`src/rtl/arduino_note_tx_pkg.sv`:
```
// Shared state codes and character constants for the Arduino note transmitter.
// Frame length depends on ARDUINO_TX_PARITY_EN (8E1 when defined, 8N1 otherwise).
package arduino_note_tx_pkg;

  typedef enum logic [2:0] {
    ST_IDLE   = 3'd0,
    ST_START  = 3'd1,
    ST_DATA   = 3'd2,
    ST_PARITY = 3'd3,
    ST_STOP   = 3'd4
  } tx_state_e;

  localparam logic [7:0] ASCII_BASE   = 8'h30;
  localparam logic [7:0] SILENCE_CODE = 8'h30;
  localparam int         DATA_BITS    = 8;
`ifdef ARDUINO_TX_PARITY_EN
  localparam int         FRAME_BITS   = 11;
`else
  localparam int         FRAME_BITS   = 10;
`endif

  // Note index 0..6 maps to the ASCII digits '1'..'7'.
  function automatic logic [7:0] note_ascii(input logic [2:0] idx);
    return ASCII_BASE + {5'd0, idx} + 8'd1;
  endfunction

endpackage

```
`src/rtl/arduino_note_tx_encoder.sv`:
```
// One-hot note to ASCII digit; flags zero or multiple set bits as invalid.
module arduino_note_encoder
  import arduino_note_tx_pkg::*;
(
  input  logic [6:0] nota,
  output logic [7:0] code,
  output logic       invalid
);

  logic [2:0] ones;
  logic [2:0] idx;

  always_comb begin
    ones = '0;
    idx  = '0;
    for (int i = 0; i < 7; i++) begin
      if (nota[i]) begin
        ones = ones + 3'd1;
        idx  = 3'(i);
      end
    end
    invalid = (ones != 3'd1);
    code    = note_ascii(idx);
  end

endmodule

```
`src/rtl/arduino_note_tx.sv`:
```
// Serial 8N1 (8E1 with ARDUINO_TX_PARITY_EN) transmitter of ASCII note digits,
// with a one-deep pending buffer for a request arriving mid-frame.
module arduino_note_tx
  import arduino_note_tx_pkg::*;
#(
  parameter int CLK_FREQ = 50000000,
  parameter int BAUD     = 9600
) (
  input  logic       clock,
  input  logic       reset,
  input  logic       send,
  input  logic [6:0] nota,
  output logic       tx,
  output logic       busy,
  output logic       done,
  output logic       overrun,
  output logic [2:0] db_estado
);

  localparam int CLKS_PER_BIT = CLK_FREQ / BAUD;
  localparam int CW = (CLKS_PER_BIT > 1) ? $clog2(CLKS_PER_BIT) : 1;
  localparam logic [CW-1:0] CNT_LAST = CW'(CLKS_PER_BIT - 1);
  localparam logic [CW-1:0] CNT_DONE = CW'(CLKS_PER_BIT - 2);

  tx_state_e   state;
  logic [CW-1:0] cnt;
  logic [2:0]  bit_idx;
  logic [2:0]  nxt_idx;
  logic [7:0]  shreg;
  logic [7:0]  pend;
  logic        pend_valid;
  logic [7:0]  enc_code;
  logic        enc_invalid;
  logic [7:0]  enc_byte;
  logic        cnt_last;
  logic        stop_last;

  arduino_note_encoder u_enc (
    .nota    (nota),
    .code    (enc_code),
    .invalid (enc_invalid)
  );

  assign enc_byte  = enc_invalid ? SILENCE_CODE : enc_code;
  assign cnt_last  = (cnt == CNT_LAST);
  assign stop_last = (state == ST_STOP) && cnt_last;
  assign nxt_idx   = bit_idx + 3'd1;
  assign busy      = (state != ST_IDLE) | pend_valid;
  assign db_estado = state;

  always_ff @(posedge clock) begin
    if (reset) begin
      state      <= ST_IDLE;
      tx         <= 1'b1;
      cnt        <= '0;
      bit_idx    <= '0;
      shreg      <= '0;
      pend       <= '0;
      pend_valid <= 1'b0;
      done       <= 1'b0;
      overrun    <= 1'b0;
    end else begin
      done    <= 1'b0;
      overrun <= 1'b0;

      // Mid-frame request: buffer once, drop further ones. A request on the
      // final stop cycle with nothing pending is loaded straight into the frame.
      if (send && state != ST_IDLE) begin
        if (pend_valid)
          overrun <= 1'b1;
        else if (!stop_last) begin
          pend       <= enc_byte;
          pend_valid <= 1'b1;
        end
      end

      case (state)
        ST_IDLE: begin
          if (send) begin
            shreg <= enc_byte;
            state <= ST_START;
            tx    <= 1'b0;
            cnt   <= '0;
          end
        end
        ST_START: begin
          if (cnt_last) begin
            state   <= ST_DATA;
            cnt     <= '0;
            bit_idx <= '0;
            tx      <= shreg[0];
          end else
            cnt <= cnt + 1'b1;
        end
        ST_DATA: begin
          if (cnt_last) begin
            cnt <= '0;
            if (bit_idx == 3'd7) begin
`ifdef ARDUINO_TX_PARITY_EN
              state <= ST_PARITY;
              tx    <= ^shreg;
`else
              state <= ST_STOP;
              tx    <= 1'b1;
`endif
            end else begin
              bit_idx <= nxt_idx;
              tx      <= shreg[nxt_idx];
            end
          end else
            cnt <= cnt + 1'b1;
        end
`ifdef ARDUINO_TX_PARITY_EN
        ST_PARITY: begin
          if (cnt_last) begin
            state <= ST_STOP;
            cnt   <= '0;
            tx    <= 1'b1;
          end else
            cnt <= cnt + 1'b1;
        end
`endif
        ST_STOP: begin
          if (cnt == CNT_DONE)
            done <= 1'b1;
          if (cnt_last) begin
            cnt <= '0;
            if (pend_valid) begin
              shreg      <= pend;
              pend_valid <= 1'b0;
              state      <= ST_START;
              tx         <= 1'b0;
            end else if (send) begin
              shreg <= enc_byte;
              state <= ST_START;
              tx    <= 1'b0;
            end else
              state <= ST_IDLE;
          end else
            cnt <= cnt + 1'b1;
        end
        default: begin
          state <= ST_IDLE;
          tx    <= 1'b1;
          cnt   <= '0;
        end
      endcase
    end
  end

endmodule

```
`config.mk`:
```
export PLATFORM = sky130hd
export DESIGN_NAME = arduino_note_tx
export DESIGN_NICKNAME = d
export VERILOG_FILES = /design/src/rtl/arduino_note_tx_pkg.sv /design/src/rtl/arduino_note_tx_encoder.sv /design/src/rtl/arduino_note_tx.sv
export SDC_FILE = /design/constraint.sdc
export NUM_CORES = 1
export LEC_CHECK = 0
export BUFFER_PORTS_ARGS = -buffer_cell sky130_fd_sc_hd__buf_2
export CAP_MARGIN = 0
export CORE_MARGIN = 5
export CORE_UTILIZATION = 45
export DETAILED_ROUTE_END_ITERATION = 10
export PLACE_DENSITY = 0.59
export SYNTH_ARGS = -nofsm -noshare
export SYNTH_HDL_FRONTEND = slang
export SYNTH_SLANG_ARGS = --single-unit
```
`constraint.sdc`:
```
create_clock -name clock -period 4.1 [get_ports clock]
set_clock_uncertainty 0.1 [all_clocks]
set_input_delay 0.41 -clock clock [delete_from_list [all_inputs] [get_ports clock]]
set_output_delay 0.41 -clock clock [all_outputs]
set_load 0.005 [all_outputs]
```
==> run metrics, run 1 <==
status=finished clean; worst-skew pair later-pin latency=0.28 ns; Hold Path Stages=1; Startpoint Class=input pin; Leakage=0.9320 nW; most common cell after layout, fill and taps aside=dfxtp_1; Die W=between 70 and 80 um; Synth async-reset ratio=0%; Die Ht=~79 um; P&R area growth vs syn=8.916%; Post-Syn Area=0.002147 mm^2; Hold-fix buffers, CTS=0; Worst Path Class, Setup=input pin to register; Peak Freq=267.3 MHz; Setup crit end kind=register; CTS tree=built; Top Usage Layer GRT=met2; final core utilization=49.84%; Post-Syn Area per Cell=around 9.1 um^2; R2R depth=6; CTS Root Cell=clkbuf_8; layout cells sized above 1=17.20%; Worst Path Arrival=3.84 ns; Hold Crit Class=register to register; post-synth top area share=33.57%; die area=between 0.006 and 0.007 mm^2; DP Worst Slack=0.05068 ns; final period utilization=91.26%; Max Cap Violations=0; Power Density=340.0 mW/mm^2; syn nets=257; GRT overflow=0; vias post-DR=1691; RSZ-0062 raised after global routing=no; peak supply drop=0.0001692 V; met3 Usage GRT=under 10%; Seq/Total Area, Yosys=between 30% and 40%; commonest non-fill, non-tap cells in the layout=dfxtp_1 (36), nor2_1 (32), nand2_1 (19); min-delay src=shreg[5]; first-pass GRT wire length=between 7 and 8 mm; FF+latch count, synth=36; RD Place Congestion=~0.76; setup tns final=0 ns; Clock transition at path regs=0.07 ns; Detail Route Antenna Nets=0; Avg WL per Cell=13.45 um; largest net degree at the start of global routing=27; worst slew pin tran=0.5571 ns; Cells after Synth=approximately 240; Hold Path Sink=shreg[5]; Antenna Cells=0; Layout Nets=270; GRT Resource Usage Total=14.86%; Final WS setup=around 0.36 ns; sum of routed wire length over all layers=roughly 4 mm; R2R Path Start=bit_idx[0]; Num CTS Buffers=5; top post-synthesis cells by area=dfxtp_1 (34%), ha_1 (6.4%), nor2_1 (5.6%), xor2_1 (4.1%), nand2_1 (3.3%); RR Endpoint=tx; final non-filler cell total=304; Num Clock Sinks=36; Final Max Tran Viols=0; Cells after DPL=a little under 300; cell taking the most area after synthesis=dfxtp_1; Crit. Startpoint=nota[0]; post-route minimum period=3.742 ns; # rows=25; I/O Pins=17; Crit path required time=4.19 ns; vias in the first global route=1668; M1 GR Usage=approximately a fifth; Yosys warning count=0; I/O Buffers=16; Netlist cell types=56; Final Hold Viols=0; Most used DFF post-synth=dfxtp_1; vias per cell=5.563; antenna violations before repair=0; slew margin rel.=a little over three fifths; Initial Util=45.76%; Max FO, Critical Path=3; Post-CTS Setup Bufs=0; DRC Markers=0; drt first pass iters=5; endpoints failing setup=0; Post-CTS Resized=0; met2 Use GR=24.75%; Placeable Area=0.004692 mm^2; Iteration-0 DRC Markers=74; r2r setup slk=approximately 1.9 ns; H-tree levels=2; DP HPWL=3.079 mm; Clock Tree Buf Depth=2; Fill cells=around 460; number of synthesized flops with an enable pin=0
-- through the flow --
stage,area (um^2),hold slack (ns),power (mW)
global placement,2248,0.3537,0.5485
global route,2338,0.3925,0.8426
detailed placement,2248,0.3548,0.5517
floorplan,2147,0.3312,0.5200
finish,2338,0.3666,0.7950
CTS,2338,0.3711,0.8065
-- worst max-delay path by stage --
stage	to	cells after the start
final	shreg[0]	18
after global routing	shreg[0]	18
after CTS	shreg[0]	18
after detailed placement	shreg[0]	18
after global placement	shreg[0]	18
after floorplan	pend[0]	17
-- report_power, final --
group          total (mW)  internal, mW  leakage (nW)  switching (mW)
clock network       0.254         0.137        0.0455           0.117
registers           0.368         0.360         0.292         0.00825
logic               0.173        0.0872         0.594          0.0858
-- kinds of logic (layout without fill, tap and decap cells) --
logic type,after synthesis,after routing,share of synthesized area (%)
simple gates,96,96,24.19
compound gates,48,48,17.31
flops,36,36,33.57
xor+xnor,20,20,10.78
buf+inv,19,33,3.729
fa+ha+maj,11,11,6.410
mux,6,6,4.021
-- synthesized netlist by cell type, types with 2 or more instances --
cell type	count
nand4_1	3
mux4_2	2
nor2_1	32
and2_1	5
ha_1	11
a21o_1	3
and3_1	2
o21ai_1	2
a21oi_1	12
a31oi_1	2
o21a_1	3
nand3_1	6
o31ai_2	3
nor3_1	4
nand2b_1	3
xor2_1	10
o21ai_0	4
dfxtp_1	36
mux2i_1	3
nor3b_1	4
or3_1	5
xnor2_1	6
o31ai_1	2
clkbuf_1	8
a221oi_2	3
nand2_1	19
o311ai_0	3
nand3b_1	3
inv_1	8
nor4b_2	2
o21ai_2	2
-- flip-flops by register name (all words and copies together), names as in the netlist --
name	count
pend_valid	1
tx	1
overrun	1
cnt	13
shreg	8
pend	5
done	1
bit_idx	3
db_estado	3
-- area by class of cell --
type                    instances  area [um^2]  share of cell area (%)
multi-input cells             181         1346                   57.57
flip-flops and latches         36        720.7                   30.82
clock buffers                   8        90.09                   3.852
repair buffers                 16        80.08                   3.424
well taps                      54        67.56                   2.889
inverters                       9        33.78                   1.445
-- critical path, cell delays in order --
cell	delay, ns
buf_2	0.09
inv_1	0.04
ha_1	0.32
xor2_1	0.17
ha_1	0.28
nand2_1	0.04
o31ai_1	0.11
ha_1	0.31
nand2b_1	0.15
o21a_1	0.11
ha_1	0.26
mux2_2	0.26
o31a_1	0.14
ha_1	0.20
xnor3_1	0.35
and4b_4	0.26
o21bai_2	0.10
a221oi_2	0.22
-- layer usage --
| metal | wire [um] | part of all wire, % |
|---|---|---|
| met1 | 1969 | 48 |
| met2 | 1903 | 47 |
| met3 | 187 | 4.6 |
| met4 | 28 | 0.68 |
| met5 | 0 | 0 |
No activity file was read; power rests on OpenSTA's default activity.
==> run 2: changes to the inputs <==
--- a/config.mk
+++ b/config.mk
@@ -7,10 +7,13 @@
 export LEC_CHECK = 0
 export BUFFER_PORTS_ARGS = -buffer_cell sky130_fd_sc_hd__buf_2
 export CAP_MARGIN = 0
+export CELL_PAD_IN_SITES_DETAIL_PLACEMENT = 1
+export CELL_PAD_IN_SITES_GLOBAL_PLACEMENT = 2
 export CORE_MARGIN = 5
-export CORE_UTILIZATION = 45
+export CORE_UTILIZATION = 37
 export DETAILED_ROUTE_END_ITERATION = 10
-export PLACE_DENSITY = 0.59
+export MAX_ROUTING_LAYER = met4
+export PLACE_DENSITY = 0.74
 export SYNTH_ARGS = -nofsm -noshare
 export SYNTH_HDL_FRONTEND = slang
 export SYNTH_SLANG_ARGS = --single-unit
==> run metrics, run 2 (synthesis results as in run 1) <==
Detail Route Antenna Nets=0; RD Place Congestion=0.7059; Die W=about 86 um; most common cell after layout, fill and taps aside=dfxtp_1; Post-CTS Resized=0; setup tns final=0 ns; Clock Tree Buf Depth=2; status=finished clean; vias in the first global route=1693; Initial Util=38.52%; Max Cap Violations=0; slew margin rel.=60.78%; Crit path required time=4.20 ns; Hold Crit Class=register to register; Post-CTS Setup Bufs=0; Power Density=372.5 mW/mm^2; Hold-fix buffers, CTS=0; final period utilization=90.90%; Final Hold Viols=0; Final Max Tran Viols=0; drt first pass iters=4; Largest register FFs=13; Fill cells=660; GRT Resource Usage Total=between 10 and 15%; P&R area growth vs syn=11.66%; I/O Buffers=16; Num CTS Buffers=5; Biggest register=cnt; Placeable Area=0.005574 mm^2; Worst Path Arrival=3.83 ns; Die Ht=86.18 um; total power=0.8930 mW; DP HPWL=3.682 mm; Peak Freq=~270 MHz; sum of routed wire length over all layers=4.919 mm; vias per cell=5.202; Setup crit end kind=register; die area=roughly 0.0074 mm^2; layout cells sized above 1=18.00%; DRC Markers=0; final core utilization=43.01%; Worst Path Class, Setup=input pin to register; I/O Pins=17; Startpoint Class=input pin; first-pass GRT wire length=8.411 mm; CTS Root Cell=clkbuf_8; Avg WL per Cell=about 15 um; peak supply drop=0.0002120 V; Layout Nets=270; endpoints failing setup=0; # rows=27; Multi-input gate area=approximately 0.0013 mm^2; Max FO, Critical Path=3; worst-skew pair later-pin latency=around 0.29 ns; Top Registers=cnt x13, shreg x8, pend x5; commonest non-fill, non-tap cells in the layout=dfxtp_1 (36), nor2_1 (32), nand2_1 (19); largest net degree at the start of global routing=27; Num Clock Sinks=36; H-tree levels=2; Iteration-0 DRC Markers=50; GRT overflow=0; RSZ-0062 raised after global routing=no; CTS tree=built; post-route minimum period=3.727 ns; Antenna Cells=0; Leakage=roughly 0.95 nW; vias post-DR=approximately 1700; worst slew pin tran=0.5874 ns; antenna violations before repair=0; Clock transition at path regs=around 0.07 ns; FF/Latch Area=720.7 um^2
==> run 2: cell types whose count changed in the layout (fill, tap and decap cells not counted) <==
cell / before / now
clkbuf_1: 2 / 0
bufinv_16: 0 / 1
clkbuf_8: 6 / 7
==> run 2: worst max-delay path: stages <==
cell,delay (ns)
buf_2,0.09
inv_1,0.04
ha_1,0.33
xor2_1,0.17
ha_1,0.27
nand2_1,0.05
o31ai_1,0.11
ha_1,0.30
nand2b_1,0.15
o21a_1,0.11
ha_1,0.25
mux2_2,0.26
o31a_1,0.15
ha_1,0.19
xnor3_1,0.35
and4b_4,0.27
o21bai_2,0.10
o31ai_2,0.22
==> run 2: area by class of cell <==
cell class / instances / area share (%)
Clock buffer: 7 / 4.019
Timing Repair Buffer: 16 / 3.340
Tap cell: 72 / 3.758
Sequential cell: 36 / 30.06
Multi-Input combinational cell: 181 / 56.16
Clock inverter: 1 / 1.253
Inverter: 9 / 1.409
==> run 2: worst paths after layout <==
kind	from	to	cells after the start	slack (ns)
hold reg to reg	shreg[4]	shreg[4]	1	0.37
setup reg to reg	cnt[0]	shreg[2]	6	1.74
hold / removal	shreg[4]	shreg[4]	1	0.37
setup / recovery	nota[0]	pend[0]	18	0.37
==> run 2: layer usage <==
metal  wire [um]  global-route usage [%]  vias up
li1            -                       -      871
met1        2528                   19.79      784
met2        2192                   22.35       15
met3         128                   2.852        5
met4          69                   5.524        0
met5           0                       -        -
==> run 2: where the power goes <==
part           switching (mW)  internal, mW
logic                  0.0898        0.0873
registers             0.00867         0.359
clock network           0.133         0.215
total                   0.232         0.661
==> run 2: through the flow <==
step	cell area [um^2]	setup WS [ns]	hold slack, ns	instances
6_report	2397	0.3731	0.3708	322
5_1_grt	2397	0.1957	0.3956	322
4_1_cts	2397	0.3398	0.3721	322
3_5_place_dp	2271	0.03528	0.3532	314
3_3_place_gp	2271	0.1218	0.3441	314
2_1_floorplan	2147	0.3604	0.3312	236
==> run 3: changes to the inputs <==
--- a/config.mk
+++ b/config.mk
@@ -13,7 +13,8 @@
 export CORE_UTILIZATION = 37
 export DETAILED_ROUTE_END_ITERATION = 10
 export MAX_ROUTING_LAYER = met4
-export PLACE_DENSITY = 0.74
+export PLACE_DENSITY = 0.75
 export SYNTH_ARGS = -nofsm -noshare
 export SYNTH_HDL_FRONTEND = slang
+export SYNTH_HIERARCHICAL = 1
 export SYNTH_SLANG_ARGS = --single-unit
==> run metrics, run 3 <==
status=finished clean; FF+latch count, synth=39; Yosys warning count=6; total power=between 0.9 and 1 mW; sum of routed wire length over all layers=roughly 6.9 mm; Post-Syn Area per Cell=~8.3 um^2; Worst Path Arrival=3.98 ns; worst-skew pair later-pin latency=0.30 ns; Worst Path Class, Setup=input pin to register; GRT overflow=0; endpoints failing setup=0; Num Clock Sinks=39; DRC Markers=0; RSZ-0062 raised after global routing=no; Iteration-0 DRC Markers=~110; post-synth top area share=29.52%; cell taking the most area after synthesis=dfxtp_1; Final Max Tran Viols=0; peak supply drop=roughly 0.00014 V; first-pass GRT wire length=about 12 mm; Max Cap Violations=0; CP Cell Sequence=buf_2 -> inv_1 -> ha_4 -> xor2_1 -> ha_1 -> nand2_1 -> o31ai_1 -> ha_1 -> nand2b_1 -> and2_1 -> ha_1 -> mux2_2 -> ha_1 -> o21ai_1 -> mux2i_1 -> a211o_1 -> and3b_1 -> a211o_1 -> nand4_1 -> a21oi_1; drt first pass iters=4; Crit path required time=4.22 ns; Layout Nets=347; commonest non-fill, non-tap cells in the layout=dfxtp_1 (39), nand2_1 (25), nor2_1 (18); vias in the first global route=2308; die area=just under 0.009 mm^2; Hold-fix buffers, CTS=0; count leader, synth=dfxtp_1; Worst path max stage delay=0.31 ns; Power Density=328.6 mW/mm^2; I/O Buffers=16; layout cells sized above 1=approximately 14%; CP dominant cell by count=ha_1; Hold Crit Class=register to register; Top Registers=cnt x13, pend x8, shreg x8; Die W=94.55 um; final period utilization=94.13%; Biggest register=cnt; number of synthesized flops with an enable pin=0; Avg WL per Cell=roughly 16 um; Clock Tree Buf Depth=2; Num CTS Buffers=5; # rows=30; slew margin rel.=36.24%; Multi-input gate area=roughly 0.0017 mm^2; RD Place Congestion=0.7876; CTS tree=built; Post-Syn Area=0.002645 mm^2; most common library cells after synthesis=dfxtp_1 (39), nand2_1 (25), nor2_1 (18); setup tns final=0 ns; post-route minimum period=slightly below 4 ns; FF/Latch Area=780.7 um^2; Antenna Cells=0; Netlist cell types=54; Peak Freq=around 260 MHz; Seq/Total Area, Yosys=29.52%; GRT Resource Usage Total=17.24%; CTS Root Cell=clkbuf_8; Largest register FFs=13; antenna violations before repair=0; Fill cells=846; top post-synthesis cells by area=dfxtp_1 (30%), ha_1 (5.2%), xnor2_1 (4.3%), nand2_1 (3.5%), a21oi_1 (3.0%); Final Hold Viols=0; Initial Util=38.51%; H-tree levels=2; Detail Route Antenna Nets=0; Clock transition at path regs=0.08 ns; CP max stage cell=a211o_1; largest net degree at the start of global routing=36; vias post-DR=2334; Most used DFF post-synth=dfxtp_1; most common cell after layout, fill and taps aside=dfxtp_1; vias per cell=5.544; Max FO, Critical Path=4; P&R area growth vs syn=9.035%; Leakage=1.120 nW; worst slew pin tran=0.9460 ns; I/O Pins=17; Placeable Area=0.006869 mm^2; Startpoint Class=input pin; Synth async-reset ratio=0%; Cells after Synth=317; Die Ht=around 95 um; Setup crit end kind=register; DP HPWL=4.902 mm
==> run 3: cell count changes in the layout (fill, tap and decap cells not counted), sizes merged, moves of 7 or more <==
cell and delta:
nor3 +12, nor4 +8, nand4 +8, buf +7
xor2 -8, nor2 -14, a211o +9
==> run 3: per-stage QoR <==
| stage | utilization [%] | instance area (um^2) | worst slack, ns | hold slack (ns) | std cells |
|---|---|---|---|---|---|
| 2_1_floorplan | - | 2656 | 0.2411 | 0.3330 | 320 |
| 3_3_place_gp | 40.69 | 2795 | 0.01239 | 0.3437 | 415 |
| 3_5_place_dp | 40.69 | 2795 | -0.08367 | 0.3482 | 415 |
| 4_1_cts | 41.80 | 2872 | 0.2309 | 0.3631 | 421 |
| 5_1_grt | 41.99 | 2884 | 0.0007807 | 0.3901 | 421 |
| 6_report | 41.99 | 2884 | 0.2407 | 0.3573 | 421 |
==> run 3: cell type report <==
type	count	share of cell area, %
Clock buffer	5	2.386
Clock inverter	1	0.2603
Inverter	14	1.822
Multi-Input combinational cell	243	59.70
Sequential cell	39	27.07
Tap cell	96	4.165
Timing Repair Buffer	23	4.599
==> run 3: logic make-up (layout without fill, tap and decap cells) <==
family	after synthesis	count (layout)	synth area share, %
buffers and inverters	38	43	7.048
xor gates and xnor gates	17	17	6.954
and+or+nand+nor	133	133	28.71
adders and majority gates	11	11	5.203
DFF	39	39	29.52
other	2	5	0.2839
muxes	13	13	5.582
AOI/OAI and AO/OA	64	64	16.70
==> run 3: timing repair <==
action                                  in CTS  in global routing
resized for setup                            0                  2
endpoints found under the setup margin       0                  3
buffers inserted                             0                  0
==> run 3: final timing paths <==
kind	start	to	slack, ns	depth (start not counted)
max	nota[0]	shreg[0]	0.24	20
min	pend[1]	pend[1]	0.36	2
max reg2reg	cnt[4]	pend[5]	1.42	4
min reg2reg	pend[1]	pend[1]	0.36	2
==> run 3: per-layer routing <==
metal | vias up | track usage [%] | wire length (um) | part of all wire [%]
met1 | 1127 | 24.60 | 3661 | 53
met4 | 0 | 3.606 | 57 | 0.82
li1 | 1165 | - | - | -
met3 | 7 | 2.629 | 206 | 3.0
met5 | - | - | 0 | 0
met2 | 35 | 25.77 | 3007 | 43
==> run 3: power by group <==
group	switching, mW	internal (mW)	total (mW)
logic	0.143	0.127	0.270
clock network	0.144	0.113	0.257
registers	0.0217	0.398	0.420
total	0.309	0.639	0.948
==> run 3: worst max-delay path, delay by kind of cell <==
family,cells,cell delay [ns]
mux,2,0.35
buf+inv,2,0.20
simple gates,5,0.72
xor+xnor,1,0.16
fa+ha+maj,5,1.35
compound gates,5,0.79
